**config.mk**
```make
export PLATFORM = sky130hd
export DESIGN_NAME = prio_change_logger
export DESIGN_NICKNAME = d
export VERILOG_FILES = /design/src/rtl/prio_change_logger_pkg.sv /design/src/rtl/prio_change_logger_sync_fifo.sv /design/src/rtl/prio_change_logger.sv
export SDC_FILE = /design/constraint.sdc
export NUM_CORES = 1
export LEC_CHECK = 0
export ABC_AREA = 1
export BUFFER_PORTS_ARGS = -buffer_cell sky130_fd_sc_hd__buf_2
export CELL_PAD_IN_SITES_DETAIL_PLACEMENT = 1
export CELL_PAD_IN_SITES_GLOBAL_PLACEMENT = 1
export CORE_MARGIN = 2
export CORE_UTILIZATION = 50
export DETAILED_ROUTE_END_ITERATION = 10
export PLACE_DENSITY = 0.88
export REMOVE_ABC_BUFFERS = 1
export SYNTH_ARGS = -nofsm -noshare
export SYNTH_HDL_FRONTEND = slang
export SYNTH_SLANG_ARGS = --single-unit
export TNS_END_PERCENT = 100
```
**constraint.sdc**
```tcl
create_clock -name clk -period 4.89 [get_ports clk]
set_input_delay 0.2445 -clock clk [delete_from_list [all_inputs] [get_ports clk]]
set_output_delay 0.2445 -clock clk [all_outputs]
set_load 0.05 [all_outputs]
```
**src/rtl/prio_change_logger_pkg.sv**
```systemverilog
// Shared constants for the priority encoder and the change logger.
// Entry format is {idle, 3'b000, idx[3:0]}.
package prio_change_logger_pkg;

    localparam int         DEPTH_DEFAULT     = 8;
    localparam int         ENTRY_W           = 8;
    localparam int         COUNT_W           = 5;
    localparam logic [7:0] IDLE_CODE_DEFAULT = 8'hF0;
    localparam logic [7:0] IDLE_ENTRY        = 8'h80;

    // The encoder only ever emits a winning index (0..15) or its idle code.
    function automatic logic is_legal_code(input logic [7:0] code, input logic [7:0] idle_code);
        return (code <= 8'h0F) || (code == idle_code);
    endfunction

    function automatic logic [ENTRY_W-1:0] encode_entry(input logic [7:0] code, input logic [7:0] idle_code);
        return (code == idle_code) ? IDLE_ENTRY : {4'b0000, code[3:0]};
    endfunction

endpackage

```
**src/rtl/prio_change_logger_sync_fifo.sv**
```systemverilog
// First-word fall-through FIFO with wrapping pointers and a separate occupancy count.
// A push while full is accepted only when a pop frees a slot in the same cycle.
module sync_fifo #(
    parameter int WIDTH = 8,
    parameter int DEPTH = 8,
    parameter int CNT_W = $clog2(DEPTH) + 1
) (
    input  logic             clk,
    input  logic             rst_n,
    input  logic             i_push,
    input  logic             i_pop,
    input  logic [WIDTH-1:0] i_wr_data,
    output logic [WIDTH-1:0] o_rd_data,
    output logic             o_full,
    output logic             o_empty,
    output logic [CNT_W-1:0] o_count
);

    localparam int PW = (DEPTH > 1) ? $clog2(DEPTH) : 1;

    logic [WIDTH-1:0] r_mem [DEPTH];
    logic [PW-1:0]    r_wptr;
    logic [PW-1:0]    r_rptr;
    logic [CNT_W-1:0] r_count;

    logic w_pop_eff;
    logic w_push_ok;

    assign o_empty   = (r_count == '0);
    assign o_full    = (r_count == CNT_W'(DEPTH));
    assign o_count   = r_count;
    assign w_pop_eff = i_pop && !o_empty;
    assign w_push_ok = i_push && (!o_full || w_pop_eff);
    assign o_rd_data = o_empty ? '0 : r_mem[r_rptr];

    always_ff @(posedge clk) begin
        if (w_push_ok) begin
            r_mem[r_wptr] <= i_wr_data;
        end
    end

    // Contents are not cleared on reset; resetting the pointers and count discards them.
    always_ff @(posedge clk or negedge rst_n) begin
        if (!rst_n) begin
            r_wptr  <= '0;
            r_rptr  <= '0;
            r_count <= '0;
        end else begin
            if (w_push_ok) begin
                r_wptr <= r_wptr + PW'(1);
            end
            if (w_pop_eff) begin
                r_rptr <= r_rptr + PW'(1);
            end
            case ({w_push_ok, w_pop_eff})
                2'b10:   r_count <= r_count + CNT_W'(1);
                2'b01:   r_count <= r_count - CNT_W'(1);
                default: r_count <= r_count;
            endcase
        end
    end

endmodule

```
**src/rtl/prio_change_logger.sv**
```systemverilog
// Logs changes of a priority encoder's output into a FIFO, with a two-sample
// glitch filter and sticky overflow / illegal-code flags.
module prio_change_logger
    import prio_change_logger_pkg::*;
#(
    parameter int         DEPTH     = DEPTH_DEFAULT,
    parameter logic [7:0] IDLE_CODE = IDLE_CODE_DEFAULT
) (
    input  logic               clk,
    input  logic               rst_n,
    input  logic               ena,
    input  logic [7:0]         code_in,
    input  logic               pop,
    input  logic               clr_flags,
    output logic [ENTRY_W-1:0] rd_data,
    output logic               rd_valid,
    output logic [COUNT_W-1:0] count,
    output logic               full,
    output logic               overflow,
    output logic               illegal
);

    logic [7:0] r_s0;
    logic [7:0] r_s1;
    logic [7:0] r_last_code;
    logic       r_overflow;
    logic       r_illegal;

    logic               w_stable;
    logic               w_legal;
    logic               w_push;
    logic               w_illegal_seen;
    logic               w_drop;
    logic               w_full;
    logic               w_empty;
    logic [ENTRY_W-1:0] w_entry;

    assign w_stable       = ena && (r_s0 == r_s1);
    assign w_legal        = is_legal_code(r_s1, IDLE_CODE);
    assign w_push         = w_stable && w_legal && (r_s1 != r_last_code);
    assign w_illegal_seen = w_stable && !w_legal;
    assign w_drop         = w_push && w_full && !pop;
    assign w_entry        = encode_entry(r_s1, IDLE_CODE);

    // last_code follows every accepted change, even one the full FIFO drops.
    always_ff @(posedge clk or negedge rst_n) begin
        if (!rst_n) begin
            r_s0        <= IDLE_CODE;
            r_s1        <= IDLE_CODE;
            r_last_code <= IDLE_CODE;
            r_overflow  <= 1'b0;
            r_illegal   <= 1'b0;
        end else begin
            if (ena) begin
                r_s0 <= code_in;
                r_s1 <= r_s0;
            end
            if (w_push) begin
                r_last_code <= r_s1;
            end
            if (w_drop) begin
                r_overflow <= 1'b1;
            end else if (clr_flags) begin
                r_overflow <= 1'b0;
            end
            if (w_illegal_seen) begin
                r_illegal <= 1'b1;
            end else if (clr_flags) begin
                r_illegal <= 1'b0;
            end
        end
    end

    sync_fifo #(
        .WIDTH (ENTRY_W),
        .DEPTH (DEPTH),
        .CNT_W (COUNT_W)
    ) u_fifo (
        .clk       (clk),
        .rst_n     (rst_n),
        .i_push    (w_push),
        .i_pop     (pop),
        .i_wr_data (w_entry),
        .o_rd_data (rd_data),
        .o_full    (w_full),
        .o_empty   (w_empty),
        .o_count   (count)
    );

    assign full     = w_full;
    assign rd_valid = !w_empty;
    assign overflow = r_overflow;
    assign illegal  = r_illegal;

endmodule

```
Word level (Yosys, flattened, before mapping)
Memories as Yosys holds them, arrays and structs flattened. Cells that the tools add are included. Widths: inputs -> output; s select.

Reductions and logical operators: 18. Muxes and demuxes: 8. Add/subtract/negate cells: 4. $lt $le $gt $ge: 1. Equal/unequal tests: 6.

Operator list (number): $mux 8 (2); $pmux 5 s2 (1); $eq 8x8->1 (1); $eq 8x8->1 const B (1); $le 8x4->1 const B (1); $logic_and 1x1->1 (8); $ne 8x8->1 (1); $add 3x1->3 const B (2); $reduce_bool 2->1 (3); $add 5x1->5 const B (1); $eq 5x4->1 const B (1); $logic_not 5->1 (1); $mux 1 (5); $sub 5x1->5 const B (1); $logic_not 1->1 (4); $eq 2x1->1 const B (1); $eq 2x2->1 const B (1); $logic_or 1x1->1 (2).

Logic and storage cells: 46. Bits in registers: 37. Memories: 1. RAM bits: 64.

Memories: u_fifo.r_mem (words 8, width 8, rd ports 1, clocked after memory_dff 0, wr ports 1, line prio_change_logger_sync_fifo.sv:21) `logic [WIDTH-1:0] r_mem [DEPTH];`.

Depth between registers and ports, before layout
Gate-level depths: netlist (run 1).

Depth in word-level cells: 7. Depth in mapped cells: 18.

Hierarchy
Synthesis (run 1) repeated with hierarchy kept, for this count alone.

Cells, all modules: 429. Area total of the unflattened synthesis: 4634.4 sq um.

By module, submodules not included: sync_fifo (cells an instance 266, instances 1, area each 3233.1 sq um); prio_change_logger (cells an instance 163, instances 1, area each 1401.3 sq um).

Least setup slack after synthesis (run 1)
Ideal clock, no wire load.

Path type: register to register. Start: register u_fifo.r_count[0] (netlist: u_fifo.o_count[0]). End: register u_fifo.r_count[4] (netlist: u_fifo.o_count[4]). Required time: 4772 ps. Slack: 1070 ps. Library setup time: 118 ps. Path buffers: 0. Cell stages (with the launch flop): 16. Arrival time: 3703 ps. Cell sequence: dfrtp_1 inv_1 nand3_1 nor3_1 nand2_1 nand3_1 ha_1 inv_1 fa_1 inv_1 nand2_1 nand2_1 a21oi_1 xor2_1 nand2_1 nand2_1.

Elaborated cells on any way between the ends: 13. Classes of those cells: 2 x add/sub; 3 x eq/ne; 1 x mux; 7 x reduce/logical.

RTL lines: start, declared (line prio_change_logger_sync_fifo.sv:24) `logic [CNT_W-1:0] r_count;`; start signal, assigned (line prio_change_logger_sync_fifo.sv:56) `2'b10: r_count <= r_count + CNT_W'(1);`; start signal, assigned (line prio_change_logger_sync_fifo.sv:57) `2'b01: r_count <= r_count - CNT_W'(1);`; start signal, assigned (line prio_change_logger_sync_fifo.sv:58) `default: r_count <= r_count;`; $eq 5x4->1 * (line prio_change_logger_sync_fifo.sv:30) `assign o_full = (r_count == CNT_W'(DEPTH));`; via full (line prio_change_logger.sv:18) `output logic full,`; $logic_not 1->1 * (line prio_change_logger_sync_fifo.sv:33) `assign w_push_ok = i_push && (!o_full || w_pop_eff);`; $logic_or 1x1->1 * (line prio_change_logger_sync_fifo.sv:33); $logic_and 1x1->1 * (line prio_change_logger_sync_fifo.sv:33); $eq 2x1->1 / $eq 2x2->1 (equally long branches) (line prio_change_logger_sync_fifo.sv:55) `case ({w_push_ok, w_pop_eff})`; $pmux 5 s2 / $reduce_bool 2->1 (equally long branches).

Mark *: on every way through the listed nets, which the timed path passes. The rest lies on a longest branch. A chain may end at the register's enable or synchronous reset.

Worst setup path in the final report (run 1)
Start: register r_s1[1]. End: register u_fifo.r_count[3] (netlist: u_fifo.o_count[3]).

Cells in the longest elaborated chain, start to end: 7. Elaborated cells on any way between the ends: 13. Classes of those cells: 1 x order compare; 5 x eq/ne; 1 x mux; 6 x reduce/logical.

RTL lines: start, declared (line prio_change_logger.sv:24) `logic [7:0] r_s1;`; start signal, assigned (line prio_change_logger.sv:56) `r_s1 <= r_s0;`; $le 8x4->1, or another cell as far along (line prio_change_logger_pkg.sv:13) `return (code <= 8'h0F) || (code == idle_code);`; $logic_or 1x1->1 / $logic_and 1x1->1 (equally long branches) (line prio_change_logger_pkg.sv:13, prio_change_logger.sv:38); $logic_and 1x1->1 (line prio_change_logger.sv:40) `assign w_push = w_stable && w_legal && (r_s1 != r_last_code);`; $logic_and 1x1->1 * (line prio_change_logger.sv:40); $logic_and 1x1->1 * (line prio_change_logger_sync_fifo.sv:33); $eq 2x1->1 / $eq 2x2->1 (equally long branches) (line prio_change_logger_sync_fifo.sv:55); $pmux 5 s2 / $reduce_bool 2->1 (equally long branches).

Every way passes the cells marked *; elsewhere a longest branch is shown, timed or not.

==> impl_metrics.csv, run 1 <==
group,metric,value,unit
cts,tritoncts,"done",
critical_path,rrSetupSlack,1850,ps
timing,slew_viol_final,0,
outcome,outcome,"finished, violations left",
floorplanning,io_pins,30,
global_route,grt_usage,0.2301,
outcome,violations,"hold timing",
placement,dpl_cell_area,3924,sq um
layout,fin_cells,529,
timing,setup_viol,0,
layout,syn_to_final_growth,9.923,%
timing,clock_skew,9.633,ps
detailed_routing,dr.pass1.iters,4,
cts,htree_num_levels,3,
yosys,synth_area_leaders,"edfxtp_1, dfrtp_1, nand2_1",
floorplanning,die_x,90.69,microns
placement,hpwl,6198,microns
floorplanning,die_h,90.69,microns
power_and_ir_drop,net-switching-power,0.0009552,W
min_path,hold_path_class,"in2async",
floorplanning,initial_core_util,0.5180,
timing,clock.fmax,0.3288,GHz
layout,drive_gt1_frac,0.1884,
yosys,avgSynthCellArea,9.255,sq um
yosys,synth-seq-area-share,0.5701,
timing,rsz0062_at_grt,"no",
cts,clock_latency,360,ps
detailed_routing,vias_per_cell,5.391,
timing,finalCriticalPeriod,3041,ps
timing,worst_slew_pin_slew,872.1,ps
critical_path,critPathMaxFanout,13,
global_route,grt_max_degree,38,
global_route,grt_pass1_wl,14720,microns
cts,clk_pin_slew,90,ps
cts,cts_setup_buffers,0,
detailed_routing,num_vias,2852,
floorplanning,core.rowCount,31,
critical_path,crit_start,"r_s1[1]",
timing,hold_viol_final,3,
cts,clkSinkCount,77,
job,maxCapViolCount,0,
cts,ctsHoldBuffers,0,
power_and_ir_drop,p_seq_frac,0.393,
yosys,yosys.area.top_type,"edfxtp_1",
placement,port_buffers,26,
yosys,syn_area,3757,sq um
timing,max_slew_margin,0.4186,
yosys,yosysWarnings,0,
layout,diodes,0,
placement,gp_congestion,0.8308,
power_and_ir_drop,combPwrFrac,0.372,
detailed_routing,antenna_left,0,
power_and_ir_drop,p_int,0.001207,W
floorplanning,core_area,7253,sq um
cts,cts_max_path_buffers,2,
timing,period_share,0.6219,
power_and_ir_drop,p_leak,1.816,nW
global_route,grt_pass1_vias,3084,
power_and_ir_drop,swShare,0.4418,
critical_path,crit_path_end_kind,"flip-flop",
global_route,grt_remaining_overflow,0,
layout,fin_nets,445,
global_route,antenna_found_initial,0,
critical_path,crit_arrival,3330,ps
yosys,netlist.area_leader.share,0.3197,
critical_path,worst_ep_required_time,5180,ps
yosys,ys_types,34,
cts,numCtsBuffers,9,
critical_path,critPathKind,"reg2reg",
detailed_routing,routedWlPerCell,16.91,microns
power_and_ir_drop,power-per-cell-area,523.5,nW/um^2
detailed_routing,route.detailed.drc,0,
critical_path,startpoint_type,"flip-flop",
layout,design_area,4130,sq um
floorplanning,die_area,8224,sq um
timing,setup-tns-final,0,ps
cts,cts-root-buf,"clkbuf_8",
power_and_ir_drop,irDropWorstVdd,0.1855,mV
placement,dp.cells,513,
detailed_routing,drt_iter0_drc,161,
yosys,synthesis.instances,406,
power_and_ir_drop,pwr-share-clk,0.235,
cts,cts_resized,0,
critical_path,r2r_start,"r_s1[1]",
timing,hold_slack,-9.682,ps
detailed_routing,routed_wl,8943,microns
yosys,ys_seq_elements,77,
## critical path, cell delays in order, from the launching register on
cell	delay, ps
dfrtp_1	560
nor2_1	160
nand2_1	80
nor2_2	340
nor2_2	130
nor2_4	200
nand3_1	130
ha_1	310
ha_1	300
nand2_1	80
inv_1	40
o21ai_0	170
nand2_1	110
o21ai_0	170
a21oi_1	60
a21oi_1	130
## cell type report
type | instances | area (sq um)
inverters | 46 | 172.7
clock buffers | 9 | 123.9
repair buffers | 26 | 130.1
fillers | 873 | 3123
multi-input cells | 265 | 1355
clock inverters | 7 | 82.58
well taps | 99 | 123.9
flip-flops and latches | 77 | 2142
## kinds of logic (layout without fill, tap and decap cells)
kind of cell,after synthesis,in the layout,share of synthesized area
and+or+nand+nor,178,178,0.2065
DFF,77,77,0.5701
AOI/OAI and AO/OA,67,67,0.1026
buffers and inverters,66,88,0.07126
xor gates and xnor gates,10,10,0.02331
adders and majority gates,7,7,0.02531
other,1,3,0.0009980
## cells in the mapped netlist
cell,count
nand2_2,3
inv_2,4
nor2_1,51
nor2_4,2
inv_1,40
buf_2,1
fa_1,1
clkbuf_1,15
nand2_1,101
nand3_2,1
o21ai_2,9
a31oi_1,5
buf_6,1
nand3_1,4
nor2_8,1
xor2_1,5
o22ai_1,5
nand4_2,1
conb_1,1
buf_4,3
clkinv_1,2
ha_1,6
dfstp_2,12
dfrtp_1,25
nor2_2,4
a21oi_1,4
a22o_1,1
nor3_1,2
nand2_4,1
nand3_4,1
xnor2_1,5
o21ai_0,43
edfxtp_1,40
nand4_1,6
## power by group through the flow
stage	Combinational, W	Sequential (W)	Clock [W]
3_3_place_gp	0.000763	0.000854	0
4_1_cts	0.000806	0.000850	0.000517
5_1_grt	0.000883	0.000861	0.000539
6_report	0.000805	0.000850	0.000507
2_1_floorplan	0.000522	0.000901	0
3_5_place_dp	0.000799	0.000863	0
## path summary, 6_finish.rpt
check                                     to  cells past startpoint
max in group asynchronous           overflow                      1
min in group clk                     r_s0[4]                      3
min reg2reg                   r_last_code[6]                      2
min                                  r_s0[0]                      1
max reg2reg                u_fifo.o_count[3]                     15
max                        u_fifo.o_count[3]                     15
## cell usage in the layout, fill, tap and decap left out, types with 5 or more instances in the layout
master    netlist  final
o21ai_0        43     43
nand4_1         6      6
dfstp_2        12     12
xor2_1          5      5
edfxtp_1       40     40
o22ai_1         5      5
nand2_1       101    101
dfrtp_1        25     25
nor2_1         51     51
ha_1            6      6
xnor2_1         5      5
o21ai_2         9      9
inv_1          40     40
clkbuf_8        0      9
buf_2           1     26
a31oi_1         5      5
## per-layer routing
metal,global-route usage,wire [microns],vias to the layer above,part of all wire
met5,0,0,-,0
met4,0.07821,114,0,0.013
met3,0.03756,215,11,0.024
met2,0.4167,4697,48,0.53
met1,0.2770,3916,1446,0.44
li1,-,-,1347,-
## through the flow
stage / total power (W) / setup WS (ps) / hold WS [ps] / util
finish: 0.002162 / 1849 / -9.682 / 0.5694
global route: 0.002282 / 1624 / 61.52 / 0.5694
CTS: 0.002173 / 1870 / 16.62 / 0.5694
detailed placement: 0.001662 / 1899 / 415.6 / 0.5410
global placement: 0.001617 / 2161 / 405.8 / 0.5410
floorplan: 0.001424 / 1070 / -51.09 / -
## sequential cells by signal (all words and copies together), names as in the netlist
signal          count
r_s0                8
r_s1                8
r_last_code         8
illegal             1
u_fifo.o_count      5
overflow            1
u_fifo.r_wptr       3
u_fifo.r_rptr       3
u_fifo.r_mem       40
Note: power is estimated with default switching activity, not from simulation.
==> run 2: changes to the inputs <==
--- a/config.mk
+++ b/config.mk
@@ -10,9 +10,9 @@
 export CELL_PAD_IN_SITES_DETAIL_PLACEMENT = 1
 export CELL_PAD_IN_SITES_GLOBAL_PLACEMENT = 1
 export CORE_MARGIN = 2
-export CORE_UTILIZATION = 50
+export CORE_UTILIZATION = 42
 export DETAILED_ROUTE_END_ITERATION = 10
-export PLACE_DENSITY = 0.88
+export PLACE_DENSITY = 0.79
 export REMOVE_ABC_BUFFERS = 1
 export SYNTH_ARGS = -nofsm -noshare
 export SYNTH_HDL_FRONTEND = slang
==> constraint.sdc (replaced) <==
create_clock -name clk -period 2.51 [get_ports clk]
set_input_delay 0.1255 -clock clk [delete_from_list [all_inputs] [get_ports clk]]
set_output_delay 0.1255 -clock clk [all_outputs]
set_load 0.05 [all_outputs]
==> run 2 against run 1 <==
Effect of this change: power up 99%; worst setup slack got worse by 1800 ps; sequential cell count unchanged; first-iteration DRC count shrank 43%; the flow now finishes without violations.
==> impl_metrics.csv, run 2 (synthesis gave the netlist of run 1 again) <==
group,metric,value,unit
cts,htree_num_levels,3,
min_path,whs_path_depth,4,
critical_path,critPathKind,"reg2reg",
floorplanning,die_h,98.59,microns
critical_path,cpMostUsedCell,"nor2_4",
critical_path,r2r_cells,17,
placement,dpl_cell_area,4078,sq um
global_route,grt_usage,0.2023,
global_route,grt_pass1_vias,3126,
timing,worst_slew_pin_slew,835.8,ps
critical_path,rrSetupSlack,90,ps
timing,max_slew_margin,0.4428,
power_and_ir_drop,total_power,0.004313,W
detailed_routing,route.detailed.drc,0,
cts,cts-root-buf,"clkbuf_8",
placement,gp_congestion,0.7430,
critical_path,crit_arrival,2710,ps
global_route,grt_max_degree,38,
detailed_routing,dr.pass1.iters,4,
critical_path,crit_path_end_kind,"flip-flop",
timing,setup_viol,0,
timing,hold_slack,43.33,ps
timing,clock.fmax,0.4124,GHz
floorplanning,core_area,8678,sq um
power_and_ir_drop,irDropWorstVdd,0.4777,mV
layout,drive_gt1_frac,0.2762,
placement,hpwl,6494,microns
detailed_routing,drt_iter0_drc,92,
layout,largest-register,"u_fifo.r_mem",
detailed_routing,vias_per_cell,5.085,
detailed_routing,antenna_left,0,
timing,clock_skew,7.467,ps
timing,finalCriticalPeriod,2425,ps
job,maxCapViolCount,0,
min_path,min_from,"clr_flags",
power_and_ir_drop,p_leak,2.005,nW
critical_path,critPathSlowestCell,"dfstp_2",
floorplanning,die_area,9719,sq um
layout,design_area,4519,sq um
floorplanning,io_pins,30,
timing,rsz0062_at_grt,"yes",
layout,multi_input_area,1429,sq um
power_and_ir_drop,power-per-cell-area,954.4,nW/um^2
critical_path,reg2reg_to,"u_fifo.o_count[3]",
cts,clk_pin_slew,80,ps
layout,fillers,1005,
cts,clkSinkCount,77,
layout,largest_register_ff_count,40,
global_route,antenna_found_initial,0,
critical_path,startpoint_type,"flip-flop",
timing,period_share,0.9661,
min_path,whs_endpoint,"overflow",
floorplanning,core.rowCount,34,
critical_path,cp_slowest_stage_delay,550,ps
critical_path,critPathMaxFanout,4,
cts,clock_latency,360,ps
timing,slew_viol_final,0,
cts,cts_max_path_buffers,2,
min_path,hold_path_class,"in2reg",
critical_path,r2r_start,"r_s1[4]",
cts,tritoncts,"done",
detailed_routing,num_vias,2924,
layout,final_common_cell,"nand2_1",
floorplanning,die_x,98.59,microns
timing,hold_viol_final,0,
layout,layout_common_cells,"nand2_1, nor2_1, o21ai_0",
layout,syn_to_final_growth,20.28,%
critical_path,crit_start,"r_s1[4]",
layout,seqCellArea,2145,sq um
critical_path,worst_ep_required_time,2800,ps
critical_path,crit_chain,"buf_4 -> nand2_2 -> clkinv_1 -> nand2_2 -> nor2_4 -> nor2_4 -> nor2_4 -> nand3_4 -> ha_4 -> ha_1 -> nand2_1 -> inv_1 -> o21ai_1 -> nand2_1 -> o21ai_2 -> a21oi_1 -> a21oi_1",
global_route,grt_pass1_wl,15240,microns
cts,numCtsBuffers,9,
placement,port_buffers,26,
detailed_routing,routed_wl,9512,microns
global_route,grt_remaining_overflow,0,
floorplanning,initial_core_util,0.4330,
outcome,outcome,"complete, no violations",
layout,diodes,0,
detailed_routing,routedWlPerCell,16.54,microns
layout,fin_nets,482,
==> run 2: cell type report <==
cell class	instances	area share
Clock inverter	4	0.005814
Tap cell	108	0.02990
Sequential cell	77	0.4745
Inverter	46	0.03821
Clock buffer	12	0.03931
Multi-Input combinational cell	265	0.3162
Timing Repair Buffer	63	0.09607
==> run 2: critical path: cells and delay by family (launching register included) <==
kind            cells  cell delay, ps
fa+ha+maj           2             460
flops               1             550
buf+inv             3             220
compound gates      4             440
simple gates        8             690
==> run 2: how the worst max path moves through the flow <==
stage / to / slack (ps) / depth (start not counted)
finish: u_fifo.o_count[3] / 90 / 17
global route: u_fifo.o_count[3] / -80 / 17
detailed placement: u_fifo.o_count[4] / -160 / 18
global placement: u_fifo.o_count[3] / 40 / 14
floorplan: u_fifo.o_count[4] / -1310 / 15
CTS: u_fifo.o_count[4] / 2 / 16
==> run 2: layer usage <==
| metal | global-route usage | share of wire | up-vias |
|---|---|---|---|
| li1 | - | - | 1420 |
| met1 | 0.2289 | 0.40 | 1434 |
| met2 | 0.3731 | 0.55 | 46 |
| met3 | 0.04113 | 0.024 | 24 |
| met4 | 0.07903 | 0.024 | 0 |
| met5 | 0 | 0 | - |
==> run 2: metrics by stage <==
stage,std cells,utilization,setup slack (ps),TNS [ps]
final,575,0.5208,85.14,0
after global routing,575,0.5208,-82.43,-141.1
after CTS,571,0.5092,1.804,0
after detailed placement,541,0.4699,-156.9,-190.2
after global placement,541,0.4699,39.83,0
after floorplan,388,-,-1310,-27450
==> run 2: repair_timing <==
item,in CTS,in global routing
buffers inserted,5,4
gates resized for setup,9,19
pin swaps,4,10
setup endpoints to repair,2,9
endpoints found under the hold margin,33,0
hold buffers,9,0
==> run 2: power by group <==
part	switching (W)	internal (W)	total [W]
sequential	0.000141	0.00146	0.00160
combinational	0.00125	0.000509	0.00176
clock	0.000480	0.000480	0.000961
==> run 3: changes to the inputs <==
--- a/config.mk
+++ b/config.mk
@@ -7,7 +7,7 @@
 export LEC_CHECK = 0
 export ABC_AREA = 1
 export BUFFER_PORTS_ARGS = -buffer_cell sky130_fd_sc_hd__buf_2
-export CELL_PAD_IN_SITES_DETAIL_PLACEMENT = 1
+export CELL_PAD_IN_SITES_DETAIL_PLACEMENT = 0
 export CELL_PAD_IN_SITES_GLOBAL_PLACEMENT = 1
 export CORE_MARGIN = 2
 export CORE_UTILIZATION = 42
==> run 3 against run 2 <==
Effect of this change: cell count decreased by 0.87%; worst hold slack improved by 2.0 ps; cell area decreased by 1.4%; wire length decreased by 19%; fmax increased by 3.4%; non-clock buffer count decreased by 5; sequential cell count unchanged.
==> impl_metrics.csv, run 3 (synthesis gave the netlist of run 1 again) <==
group,metric,value,unit
outcome,outcome,"complete, no violations",
cts,clock_latency,350,ps
floorplanning,initial_core_util,0.4330,
detailed_routing,drt_iter0_drc,81,
timing,slew_viol_final,0,
detailed_routing,route.detailed.drc,0,
min_path,min_from,"clr_flags",
cts,clkSinkCount,77,
global_route,grt_pass1_wl,12940,microns
layout,final_common_cell,"nand2_1",
critical_path,crit_arrival,2640,ps
timing,hold_viol_final,0,
power_and_ir_drop,p_leak,1.965,nW
global_route,antenna_found_initial,0,
cts,cts-root-buf,"clkbuf_8",
floorplanning,die_h,98.59,microns
global_route,grt_remaining_overflow,0,
floorplanning,io_pins,30,
critical_path,critPathKind,"reg2reg",
detailed_routing,routedWlPerCell,13.51,microns
cts,tritoncts,"done",
floorplanning,die_x,98.59,microns
timing,clock_skew,10.52,ps
layout,multi_input_area,1423,sq um
critical_path,rrSetupSlack,170,ps
placement,dpl_cell_area,4078,sq um
placement,port_buffers,26,
layout,largest-register,"u_fifo.r_mem",
timing,setup-tns-final,0,ps
critical_path,reg2reg_to,"u_fifo.o_count[4]",
critical_path,worst_ep_required_time,2800,ps
detailed_routing,num_vias,2761,
cts,clk_pin_slew,80,ps
layout,fin_nets,477,
cts,htree_num_levels,3,
critical_path,startpoint_type,"flip-flop",
detailed_routing,antenna_left,0,
detailed_routing,vias_per_cell,4.844,
critical_path,r2r_cells,15,
detailed_routing,dr.pass1.iters,4,
min_path,hold_path_class,"in2reg",
timing,period_share,0.9341,
layout,seqCellArea,2145,sq um
min_path,whs_endpoint,"overflow",
global_route,grt_pass1_vias,2660,
floorplanning,die_area,9719,sq um
timing,rsz0062_at_grt,"yes",
power_and_ir_drop,power-per-cell-area,935.9,nW/um^2
placement,dp.cells,541,
timing,worst_slew_pin_slew,836.7,ps
layout,syn_to_final_growth,18.58,%
job,maxCapViolCount,0,
floorplanning,core.rowCount,34,
placement,hpwl,5355,microns
critical_path,r2r_start,"r_s0[5]",
placement,gp_congestion,0.7430,
critical_path,critPathMaxFanout,4,
layout,design_area,4456,sq um
detailed_routing,routed_wl,7703,microns
floorplanning,core_area,8678,sq um
layout,final_util,0.5134,
timing,finalCriticalPeriod,2345,ps
timing,setup_viol,0,
critical_path,crit_path_end_kind,"flip-flop",
layout,fin_cells,570,
min_path,whs_path_depth,4,
layout,drive_gt1_frac,0.2554,
global_route,grt_usage,0.1699,
layout,layout_common_cells,"nand2_1, nor2_1, o21ai_0",
global_route,grt_max_degree,38,
cts,numCtsBuffers,9,
timing,max_slew_margin,0.4422,
cts,cts_max_path_buffers,2,
power_and_ir_drop,irDropWorstVdd,0.4532,mV
layout,largest_register_ff_count,40,
timing,clock.fmax,0.4265,GHz
layout,fillers,830,
layout,diodes,0,
run 3: cell types whose count changed in the layout (fill, tap and decap cells not counted), moves of 2 or more:
cell,delta
nand2_2,-3
nand2_1,+3
buf_4,-4
clkbuf_16,-2
clkinv_1,+2
run 3: critical path: stages (launching register included):
cell	delay [ps]
dfstp_2	550
inv_1	60
nand2_1	80
nand2_1	60
nor2_2	120
nand3_4	120
nor2_8	140
nand3_4	80
ha_4	180
ha_1	320
nand2_2	90
nand2_1	70
a21oi_2	140
xor2_1	170
nand2_1	70
nand2_1	50
run 3: per-stage QoR:
| step | setup slack, ps | power (W) | hold WS [ps] |
|---|---|---|---|
| after detailed placement | 35.28 | 0.003225 | 273.8 |
| after global placement | 39.83 | 0.003193 | 274.1 |
| after CTS | 23.21 | 0.004133 | 30.25 |
| final | 165.4 | 0.004170 | 45.34 |
| after global routing | -34.53 | 0.004472 | 65.23 |
| after floorplan | -1310 | 0.002774 | -170.1 |
run 3: metal layers:
metal | share of wire | track usage | vias up
met3 | 0.028 | 0.03617 | 9
met1 | 0.45 | 0.2206 | 1303
li1 | - | - | 1414
met4 | 0.011 | 0.06006 | 0
met2 | 0.51 | 0.2836 | 35
met5 | 0 | 0 | -
run 3: worst max-delay path by stage:
stage	end	start
3_3_place_gp	u_fifo.o_count[3]	r_s1[5]
3_5_place_dp	u_fifo.o_count[4]	r_s1[0]
4_1_cts	u_fifo.o_count[3]	r_s1[5]
5_1_grt	u_fifo.o_count[4]	u_fifo.o_count[1]
6_report	u_fifo.o_count[4]	r_s0[5]
2_1_floorplan	u_fifo.o_count[4]	u_fifo.o_count[0]
run 3: power by group:
group / internal, W / total, W / switching (W) / leakage [nW]
clock network: 0.000452 / 0.000897 / 0.000444 / 0.0945
registers: 0.00146 / 0.00159 / 0.000138 / 0.821
logic: 0.000499 / 0.00168 / 0.00118 / 1.05
run 3: timing repair:
item	in CTS	in global routing
hold buffers	9	0
buffers inserted	0	4
resized for setup	0	22
setup endpoints to repair	0	3
endpoints found under the hold margin	33	0
run 3: area by class of cell:
cell class | count | area share
Multi-Input combinational cell | 265 | 0.3193
Clock buffer | 9 | 0.02780
Tap cell | 108 | 0.03033
Inverter | 46 | 0.03875
Sequential cell | 77 | 0.4813
Clock inverter | 7 | 0.01432
Timing Repair Buffer | 58 | 0.08818
